**config.mk**
```make
export PLATFORM = sky130hd
export DESIGN_NAME = score_bcd_display_flat
export DESIGN_NICKNAME = d
export VERILOG_FILES = /design/src/rtl/score_bcd_display_pkg.sv /design/src/rtl/score_bcd_display_if.sv /design/src/rtl/score_bcd_display_bcd_digit.sv /design/src/rtl/score_bcd_display.sv /design/src/flat_wrapper.sv
export SDC_FILE = /design/constraint.sdc
export NUM_CORES = 1
export LEC_CHECK = 0
export ABC_AREA = 1
export CORE_MARGIN = 1.5
export CORE_UTILIZATION = 58
export DETAILED_ROUTE_END_ITERATION = 10
export PLACE_DENSITY = 0.92
export SYNTH_ARGS = -nofsm -noshare
export SYNTH_HDL_FRONTEND = slang
export SYNTH_SLANG_ARGS = --single-unit
```
**constraint.sdc**
```tcl
create_clock -name CLK -period 2.4 [get_ports CLK]
set_input_delay 0.72 -clock CLK [delete_from_list [all_inputs] [get_ports CLK]]
set_output_delay 0.72 -clock CLK [all_outputs]
set_load 0.01 [all_outputs]
```
**src/rtl/score_bcd_display_pkg.sv**
```systemverilog
// Shared constants and helpers for the BCD score display block.
package score_pkg;

  localparam int BCD_W = 4;
  localparam logic [BCD_W-1:0] BCD_MAX = 4'd9;

  // 100 MHz board: 100000 clocks per digit, i.e. 1 ms per digit.
  localparam int DEFAULT_STROBE_MAX = 99999;
  localparam int DEFAULT_STROBE_WIDTH = 17;

  function automatic int sel_width_for(input int num_digits);
    int w;
    w = 1;
    while ((1 << w) < num_digits) w++;
    return w;
  endfunction

endpackage

```
**src/rtl/score_bcd_display_if.sv**
```systemverilog
// Collision-side inputs and display-side outputs of score_bcd_display.
// Optional high-score signals exist only with SCORE_HIGH_SCORE_EN.
interface score_bcd_display_if #(
  parameter int NUM_DIGITS = 4,
  parameter int SEL_WIDTH  = 2
);
  // No valid/ready: TARGET_ATE is a level whose rising edge scores a point,
  // GAME_RESTART is a one-cycle-effective synchronous clear, and all outputs
  // are continuously valid and sampled freely by the seg7 driver.
  logic                    TARGET_ATE;
  logic                    GAME_RESTART;
  logic [SEL_WIDTH-1:0]    STROBE_COUNT;
  logic [3:0]              SCORE_COUNT;
  logic [4*NUM_DIGITS-1:0] SCORE_BCD;
  logic                    SATURATED;
`ifdef SCORE_HIGH_SCORE_EN
  logic                    SHOW_HIGH;
  logic [4*NUM_DIGITS-1:0] HIGH_BCD;

  modport master (output TARGET_ATE, output GAME_RESTART, output SHOW_HIGH,
                  input STROBE_COUNT, input SCORE_COUNT, input SCORE_BCD,
                  input SATURATED, input HIGH_BCD);
  modport slave  (input TARGET_ATE, input GAME_RESTART, input SHOW_HIGH,
                  output STROBE_COUNT, output SCORE_COUNT, output SCORE_BCD,
                  output SATURATED, output HIGH_BCD);
`else
  modport master (output TARGET_ATE, output GAME_RESTART,
                  input STROBE_COUNT, input SCORE_COUNT, input SCORE_BCD,
                  input SATURATED);
  modport slave  (input TARGET_ATE, input GAME_RESTART,
                  output STROBE_COUNT, output SCORE_COUNT, output SCORE_BCD,
                  output SATURATED);
`endif
endinterface

```
**src/rtl/score_bcd_display_bcd_digit.sv**
```systemverilog
// Single decade counter; digits chain through CARRY_IN/CARRY_OUT.
module bcd_digit
  import score_pkg::*;
(
  input  logic             CLK,
  input  logic             RESET,
  input  logic             CLEAR,
  input  logic             EN,
  input  logic             CARRY_IN,
  output logic [BCD_W-1:0] COUNT,
  output logic             CARRY_OUT
);

  always_ff @(posedge CLK) begin
    if (RESET || CLEAR) begin
      COUNT <= '0;
    end else if (EN && CARRY_IN) begin
      COUNT <= (COUNT == BCD_MAX) ? '0 : COUNT + 4'd1;
    end
  end

  assign CARRY_OUT = (COUNT == BCD_MAX) && CARRY_IN;

endmodule

```
**src/rtl/score_bcd_display.sv**
```systemverilog
// N-digit saturating BCD score with time-multiplexed digit output.
// Optional high-score register enabled by defining SCORE_HIGH_SCORE_EN.
module score_bcd_display
  import score_pkg::*;
#(
  parameter int NUM_DIGITS   = 4,
  parameter int STROBE_MAX   = DEFAULT_STROBE_MAX,
  parameter int STROBE_WIDTH = DEFAULT_STROBE_WIDTH,
  parameter int SEL_WIDTH    = sel_width_for(NUM_DIGITS)
) (
  input logic CLK,
  input logic RESET,
  score_bcd_display_if.slave bus
);

  logic                    ate_q;
  logic                    inc;
  logic                    step_en;
  logic [NUM_DIGITS:0]     carry;
  logic [BCD_W-1:0]        digit [NUM_DIGITS];
  logic [4*NUM_DIGITS-1:0] score_bcd;
  logic [STROBE_WIDTH-1:0] pre_q;
  logic                    tick;
  logic [SEL_WIDTH-1:0]    strobe_q;
  logic [4*NUM_DIGITS-1:0] shown_bcd;
  logic [BCD_W-1:0]        shown_digit;

  always_ff @(posedge CLK) begin
    if (RESET) ate_q <= 1'b0;
    else       ate_q <= bus.TARGET_ATE;
  end

  assign inc = bus.TARGET_ATE & ~ate_q;
  // carry[NUM_DIGITS] is high exactly when every digit is 9.
  assign step_en = inc & ~carry[NUM_DIGITS];
  assign carry[0] = 1'b1;

  for (genvar g = 0; g < NUM_DIGITS; g++) begin : g_digit
    bcd_digit u_digit (
      .CLK       (CLK),
      .RESET     (RESET),
      .CLEAR     (bus.GAME_RESTART),
      .EN        (step_en),
      .CARRY_IN  (carry[g]),
      .COUNT     (digit[g]),
      .CARRY_OUT (carry[g+1])
    );
  end

  always_comb begin
    score_bcd = '0;
    for (int k = 0; k < NUM_DIGITS; k++) score_bcd[4*k +: 4] = digit[k];
  end

  always_ff @(posedge CLK) begin
    if (RESET)     pre_q <= '0;
    else if (tick) pre_q <= '0;
    else           pre_q <= pre_q + 1'b1;
  end

  assign tick = (pre_q == STROBE_WIDTH'(STROBE_MAX));

  always_ff @(posedge CLK) begin
    if (RESET) begin
      strobe_q <= '0;
    end else if (tick) begin
      if (strobe_q == SEL_WIDTH'(NUM_DIGITS - 1)) strobe_q <= '0;
      else                                        strobe_q <= strobe_q + 1'b1;
    end
  end

`ifdef SCORE_HIGH_SCORE_EN
  logic [4*NUM_DIGITS-1:0] high_q;

  // Packed BCD with the MSD on top compares correctly as a plain integer.
  always_ff @(posedge CLK) begin
    if (RESET)                                       high_q <= '0;
    else if (bus.GAME_RESTART && score_bcd > high_q) high_q <= score_bcd;
  end

  assign bus.HIGH_BCD = high_q;
  assign shown_bcd    = bus.SHOW_HIGH ? high_q : score_bcd;
`else
  assign shown_bcd = score_bcd;
`endif

  always_comb begin
    shown_digit = '0;
    for (int k = 0; k < NUM_DIGITS; k++) begin
      if (strobe_q == SEL_WIDTH'(k)) shown_digit = shown_bcd[4*k +: 4];
    end
  end

  assign bus.STROBE_COUNT = strobe_q;
  assign bus.SCORE_COUNT  = shown_digit;
  assign bus.SCORE_BCD    = score_bcd;
  assign bus.SATURATED    = carry[NUM_DIGITS];

endmodule

```
**src/flat_wrapper.sv**
```systemverilog
// flat-port wrapper written by rule: the top's interface ports become plain ports
module score_bcd_display_flat import score_pkg::*;
#(
  parameter int NUM_DIGITS   = 4,
  parameter int STROBE_MAX   = DEFAULT_STROBE_MAX,
  parameter int STROBE_WIDTH = DEFAULT_STROBE_WIDTH,
  parameter int SEL_WIDTH    = sel_width_for(NUM_DIGITS)
)
  (CLK, RESET, bus_TARGET_ATE, bus_GAME_RESTART, bus_STROBE_COUNT, bus_SCORE_COUNT, bus_SCORE_BCD, bus_SATURATED);
  score_bcd_display_if #(.NUM_DIGITS(NUM_DIGITS), .SEL_WIDTH(SEL_WIDTH)) bus_i ();
  input logic CLK;
  input logic RESET;
  input wire logic [$bits(bus_i.TARGET_ATE)-1:0] bus_TARGET_ATE;
  input wire logic [$bits(bus_i.GAME_RESTART)-1:0] bus_GAME_RESTART;
  output wire logic [$bits(bus_i.STROBE_COUNT)-1:0] bus_STROBE_COUNT;
  output wire logic [$bits(bus_i.SCORE_COUNT)-1:0] bus_SCORE_COUNT;
  output wire logic [$bits(bus_i.SCORE_BCD)-1:0] bus_SCORE_BCD;
  output wire logic [$bits(bus_i.SATURATED)-1:0] bus_SATURATED;
  assign bus_i.TARGET_ATE = bus_TARGET_ATE;
  assign bus_i.GAME_RESTART = bus_GAME_RESTART;
  assign bus_STROBE_COUNT = bus_i.STROBE_COUNT;
  assign bus_SCORE_COUNT = bus_i.SCORE_COUNT;
  assign bus_SCORE_BCD = bus_i.SCORE_BCD;
  assign bus_SATURATED = bus_i.SATURATED;
  score_bcd_display #(.NUM_DIGITS(NUM_DIGITS), .STROBE_MAX(STROBE_MAX), .STROBE_WIDTH(STROBE_WIDTH), .SEL_WIDTH(SEL_WIDTH)) u_core (.CLK(CLK), .RESET(RESET), .bus(bus_i));
endmodule
```
# Word-level counts from Yosys, hierarchy flattened
# Index checks and enable logic that the tools add are counted.
# word_totals
ff_bits,36
wordCells,43
input_bits,4
out_inout_bits,23
# classes
add_sub_neg,6
bitwise,4
reduce_logical,9
eq_ne,8
n_mux,9
# op_table
op,n
2-to-1 mux 4 bit,8
adder 17 x 1 -> 17 bit (second input constant),1
== test 17 bit (second input constant),1
adder 4 x 1 -> 4 bit (second input constant),4
== test 4 bit (second input constant),4
logical AND 1 bit,6
== test 2 bit (second input constant),2
adder 2 x 1 -> 2 bit (second input constant),1
AND 1 bit,2
== test 2 x 1 -> 1 bit (second input constant),1
logical NOT 2 bit,1
2-to-1 mux 2 bit,1
inverter 1 bit,2
OR reduction 2 bit,1
logical OR 1 bit,1

# Longest topological paths before layout
# depth
word_depth,7
ltp_mapped,9
ltp_nobuf,9

# By module
# From an unflattened synthesis, not the netlist that was laid out.
# hier_totals
cells_unflattened,325
hier_area_um2,2130.8
# modules_own_cells
mod,area_each_um2,seq_area_each_um2,cells_each,instances
score_bcd_display,1239.9,400.4,193,1
bcd_digit,222.7,80.1,33,4

# Worst setup path before layout
# OpenSTA, ideal clock, no wires.
# synth_path
path_type,register -> output
from,register u_core.strobe_q[0] (netlist: u_core.bus.STROBE_COUNT[0])
to,output port bus_SCORE_COUNT[2]
path_stages_with_launch,7
arrival_ns,1.241
slack_ns,0.439
path_buffers,0
cell_sequence,dfxtp_1 inv_1 ha_1 inv_1 o21ai_0 o221ai_1 o21ai_0
# synth_via
elab_chain_cells,5
elab_cells_between_ends,8
# synth_rtl
element,line_no,text
start: declaration,score_bcd_display.sv:24,logic [SEL_WIDTH-1:0] strobe_q;
start signal: assignment,score_bcd_display.sv:68,else strobe_q <= strobe_q + 1'b1;
logical NOT 2 bit,score_bcd_display.sv:90,if (strobe_q == SEL_WIDTH'(k)) shown_digit = shown_bcd[4*k +: 4];
2-to-1 mux 4 bit (3 in series),score_bcd_display.sv:90,
2-to-1 mux 4 bit (*),score_bcd_display.sv:90,
end: declaration,flat_wrapper.sv:16,output wire logic [$bits(bus_i.SCORE_COUNT)-1:0] bus_SCORE_COUNT;
# Mark *: on every way between the ends. The rest lies on a longest branch, timed or not.

# Final worst setup path
# layout_path
from,register u_core.strobe_q[0] (netlist: u_core.bus.STROBE_COUNT[0])
to,output port bus_SCORE_COUNT[1]
# The elaborated chain is that of the path after synthesis.

==> impl_summary.md <==
Outcome
The flow ran to the end, and the final reports show no timing, DRC or antenna violations.

Detailed routing
In this run the remaining antenna-violating nets after routing total 0. The count of routing violations after the opening detailed-route iteration is 139. In the routed design, unresolved DRC markers number 0. The post-detailed-route via-to-cell ratio is 5.422.

The total iterations of the first detailed-routing run is 4. Summing over every cut layer, the via total after detailed routing is approximately 2100. After detailed routing, the total wire length is approximately 4800 microns. The uppermost layer routed is met4. After detailed routing, the met2 layer carries 2556 microns of wire.

The routed design uses between 200 and 300 microns of met3 wire. After detailed routing, the wire length on met1 is between 1500 and 2000 microns. The average wire length per cell after detail routing is roughly 13 microns.

Placement
The cell count after placement is between 300 and 400. The port buffer count is 26. The global placement routability congestion is around 0.9. The HPWL after detailed placement is ~3600 microns. The pre-CTS setup slack is -0.05480 ns.

Cells and area
0 antenna diodes ended up in the layout. The count of cells in the finished layout, fillers not included, comes to 386. The area growth from synthesis to layout is 23.60%. The final layout contains roughly 350 nets.

The share of post-route cells with drive strength above 1 is around 17%. The final cell utilization of the core is between 70% and 80%.

Floorplan
For this design the top-level I/O count stands at 27. The height of the die is a little over 60 microns. The initialized floorplan defines 21 standard-cell rows. The core region is around 3300 sq um. The die covers ~3800 sq um. The width of the chip is between 60 and 70 microns. The effective utilization at floorplan is 60.20%.

Logic synthesis
In the post-synthesis netlist, the biggest area contributors are sky130_fd_sc_hd__dfxtp_1 (36%), sky130_fd_sc_hd__nor2_1 (10%), sky130_fd_sc_hd__nand2_1 (9.6%). After synthesis, flip-flops and latches occupy around 36% of the total area. Sorting the synthesized cells by how often they occur yields sky130_fd_sc_hd__nor2_1 (55), sky130_fd_sc_hd__nand2_1 (51), sky130_fd_sc_hd__inv_1 (39). The number of unique standard cell types used by synthesis is 28.

A synthesized cell averages 6.688 sq um. The number of enable-type register cells in the synthesized netlist is 0. The netlist area before placement is between 1500 and 2000 sq um.

The most common flop cell mapped by yosys is sky130_fd_sc_hd__dfxtp_1. The flip-flop and latch count after synthesis is 36. Yosys printed 0 warnings. The number of standard cells after synthesis is ~300. The net count of the mapped netlist is around 310. The share of synthesized registers carrying an async set or reset is 0%. The most frequent cell after synthesis is sky130_fd_sc_hd__nor2_1. Of all cell types, the one taking the most synthesized area is sky130_fd_sc_hd__dfxtp_1. The synthesized design devotes to its leading area cell type between 30 and 40% of total area.

Timing
The final total negative setup slack is 0 ns. Based on the critical path, the design can be clocked at up to roughly 0.43 GHz. The worst clock skew on the final layout is approximately 0.019 ns. Setup violations remaining at the end of the flow were counted as 0. The clock period could shrink to between 2 and 2.5 ns. Setup repair after global routing could not meet its margin everywhere. Headroom to the max-slew limit came out at approximately three quarters. The final worst-path setup slack is around 0.047 ns. The max-slew violation count came to 0. The final cycle utilization of the critical path is a little over nine tenths. The number of hold violations in the final report was 0. At the pin with the least slew margin, the transition time is 0.3585 ns. The worst hold margin is ~0.46 ns.

GRT
The maximum number of pins on one net before global-route repair is 14. The total global routing track utilization is between 20 and 30%. The leftover overflow at the end of global routing is 0. The first-pass GRT wire length is around 7600 microns.

The via count of the first global-routing pass is 1862. The initial antenna violation count came to 0.

CTS
The CTS tree is done. The total clock buffers created by CTS is 5. CTS built an H-tree with a depth of 2. The count of hold-fix buffers inserted at cts is 0.

The maximum count of clock buffers along a single path is 2. The clock sink count is 36. The clock latency of the later-clocked register in the worst-skew pair is 0.36 ns. The clock tree root driver cell is sky130_fd_sc_hd__clkbuf_4. The clock edge transition at the registers on the reported setup and hold paths is 0.11 ns.

Critical path
The worst setup path is launched from a register. The number of cells on the worst reg-to-reg path is 6. The destination of the worst register-to-register timing path is u_core.pre_q[9]. The required time at the worst-slack endpoint is between 1.5 and 2 ns. In this run the critical register-to-register path is launched from u_core.pre_q[0]. The largest fanout on the critical path is 4. STA classifies the critical path endpoint as an output port.

The data arrival at the endpoint of the critical path is between 1.5 and 2 ns. The setup check on the worst reg-to-reg path leaves a slack of between 0.7 and 0.8 ns. The worst setup path is of the reg2out kind.

Pwr
The power density over the cells is 417.6 nW/um^2. The clock network burns between 30 and 40% of the power. The internal power contribution is between 0.7 and 0.8 mW. The analysis attributes to net switching a power of 0.2623 mW.

The power share of the combinational group is roughly 5.5%. For this design the static power due to leakage is 0.9256 nW. In this run switching power makes up about 25% of total power. The share of total power in sequential cells is ~59%. Across the VDD grid, the largest voltage drop is between 0.0004 and 0.0005 V.

Min path
The hold-critical path depth is 1. The endpoint of the worst hold-timing path is u_core.pre_q[0]. The tightest min-delay check is of the reg2reg type. In this run the most critical hold path is launched from u_core.pre_q[0].

Flow run
The max-capacitance violation count is 0.
[registers in the layout, indices dropped and copies added (netlist names)]
name                          count
u_core.pre_q                     17
u_core.g_digit.u_digit.COUNT     16
u_core.bus.STROBE_COUNT           2
u_core.ate_q                      1
[repair_timing]
action / 4_1_cts / 5_1_grt
setup endpoints to repair: 5 / 5
pin swaps: 2 / 3
resized for setup: 32 / 13
buffers inserted: 1 / 1
[stage by stage]
step                      power (mW)  instance area [sq um]
after floorplan               0.6549                   1993
after global placement        0.6761                   2361
after detailed placement      0.6790                   2361
after CTS                      1.037                   2444
after global routing           1.062                   2464
final                          1.029                   2464
[routing by layer]
layer	global-route usage [%]	vias up
li1	-	1064
met1	28.61	952
met2	51.13	62
met3	5.882	15
met4	10.64	0
met5	0	-
[worst max-delay path by stage]
stage / depth (start not counted) / slack (ns) / start / to
2_1_floorplan: 6 / 0.44 / u_core.bus.STROBE_COUNT[0] / bus_SCORE_COUNT[2]
3_3_place_gp: 7 / 0.06 / u_core.bus.STROBE_COUNT[0] / bus_SCORE_COUNT[2]
3_5_place_dp: 7 / -0.05 / u_core.bus.STROBE_COUNT[0] / bus_SCORE_COUNT[2]
4_1_cts: 7 / -0.05 / u_core.bus.STROBE_COUNT[1] / bus_SCORE_COUNT[3]
5_1_grt: 7 / -0.04 / u_core.bus.STROBE_COUNT[0] / bus_SCORE_COUNT[3]
6_report: 7 / 0.05 / u_core.bus.STROBE_COUNT[0] / bus_SCORE_COUNT[1]
[layout make-up]
type                       count  area (sq um)
clock buffer                   6         51.30
inverter                      44         167.7
clock inverter                 2         15.01
tap                           46         57.56
sequential                    36         733.2
fill                         285         847.1
timing repair buffer          37         321.6
multi-input combinational    215          1117
[power by group through the flow]
| stage | logic (mW) | registers [mW] | clock network [mW] |
|---|---|---|---|
| after CTS | 0.0564 | 0.609 | 0.372 |
| after global placement | 0.0546 | 0.622 | 0 |
| after floorplan | 0.0325 | 0.622 | 0 |
| final | 0.0563 | 0.606 | 0.366 |
| after global routing | 0.0632 | 0.608 | 0.391 |
| after detailed placement | 0.0569 | 0.622 | 0 |
[placed cells by master, fill, tap and decap left out, drive strengths merged]
| cell | n |
|---|---|
| a21oi | 19 |
| a22oi | 2 |
| a31oi | 1 |
| buf | 15 |
| clkbuf | 6 |
| clkdlybuf4s50 | 21 |
| clkinvlp | 2 |
| dfxtp | 36 |
| dlygate4sd2 | 1 |
| ha | 5 |
| inv | 44 |
| nand2 | 53 |
| nand3 | 19 |
| nand4 | 15 |
| nor2 | 58 |
| nor3 | 11 |
| nor4 | 1 |
| o211ai | 3 |
| o21ai | 20 |
| o221ai | 2 |
| xnor2 | 2 |
| xor2 | 4 |
[worst max-delay path, cell delays in order, from the launching register on]
cell	delay (ns)
sky130_fd_sc_hd__dfxtp_4	0.38
sky130_fd_sc_hd__inv_2	0.08
sky130_fd_sc_hd__ha_1	0.17
sky130_fd_sc_hd__inv_2	0.06
sky130_fd_sc_hd__o21ai_1	0.12
sky130_fd_sc_hd__o211ai_1	0.10
sky130_fd_sc_hd__a22oi_1	0.18
sky130_fd_sc_hd__buf_2	0.17
[kinds of logic after synthesis]
family | count (synthesis) | synth area share (%)
adder cells (fa/ha/maj) | 5 | 3.139
flip-flops | 36 | 36.16
buffers and inverters | 47 | 9.165
XOR/XNOR | 6 | 2.637
AO/OA/AOI/OAI | 47 | 13.12
AND/OR/NAND/NOR | 157 | 35.78
Power figures use the tool's default switching activity.
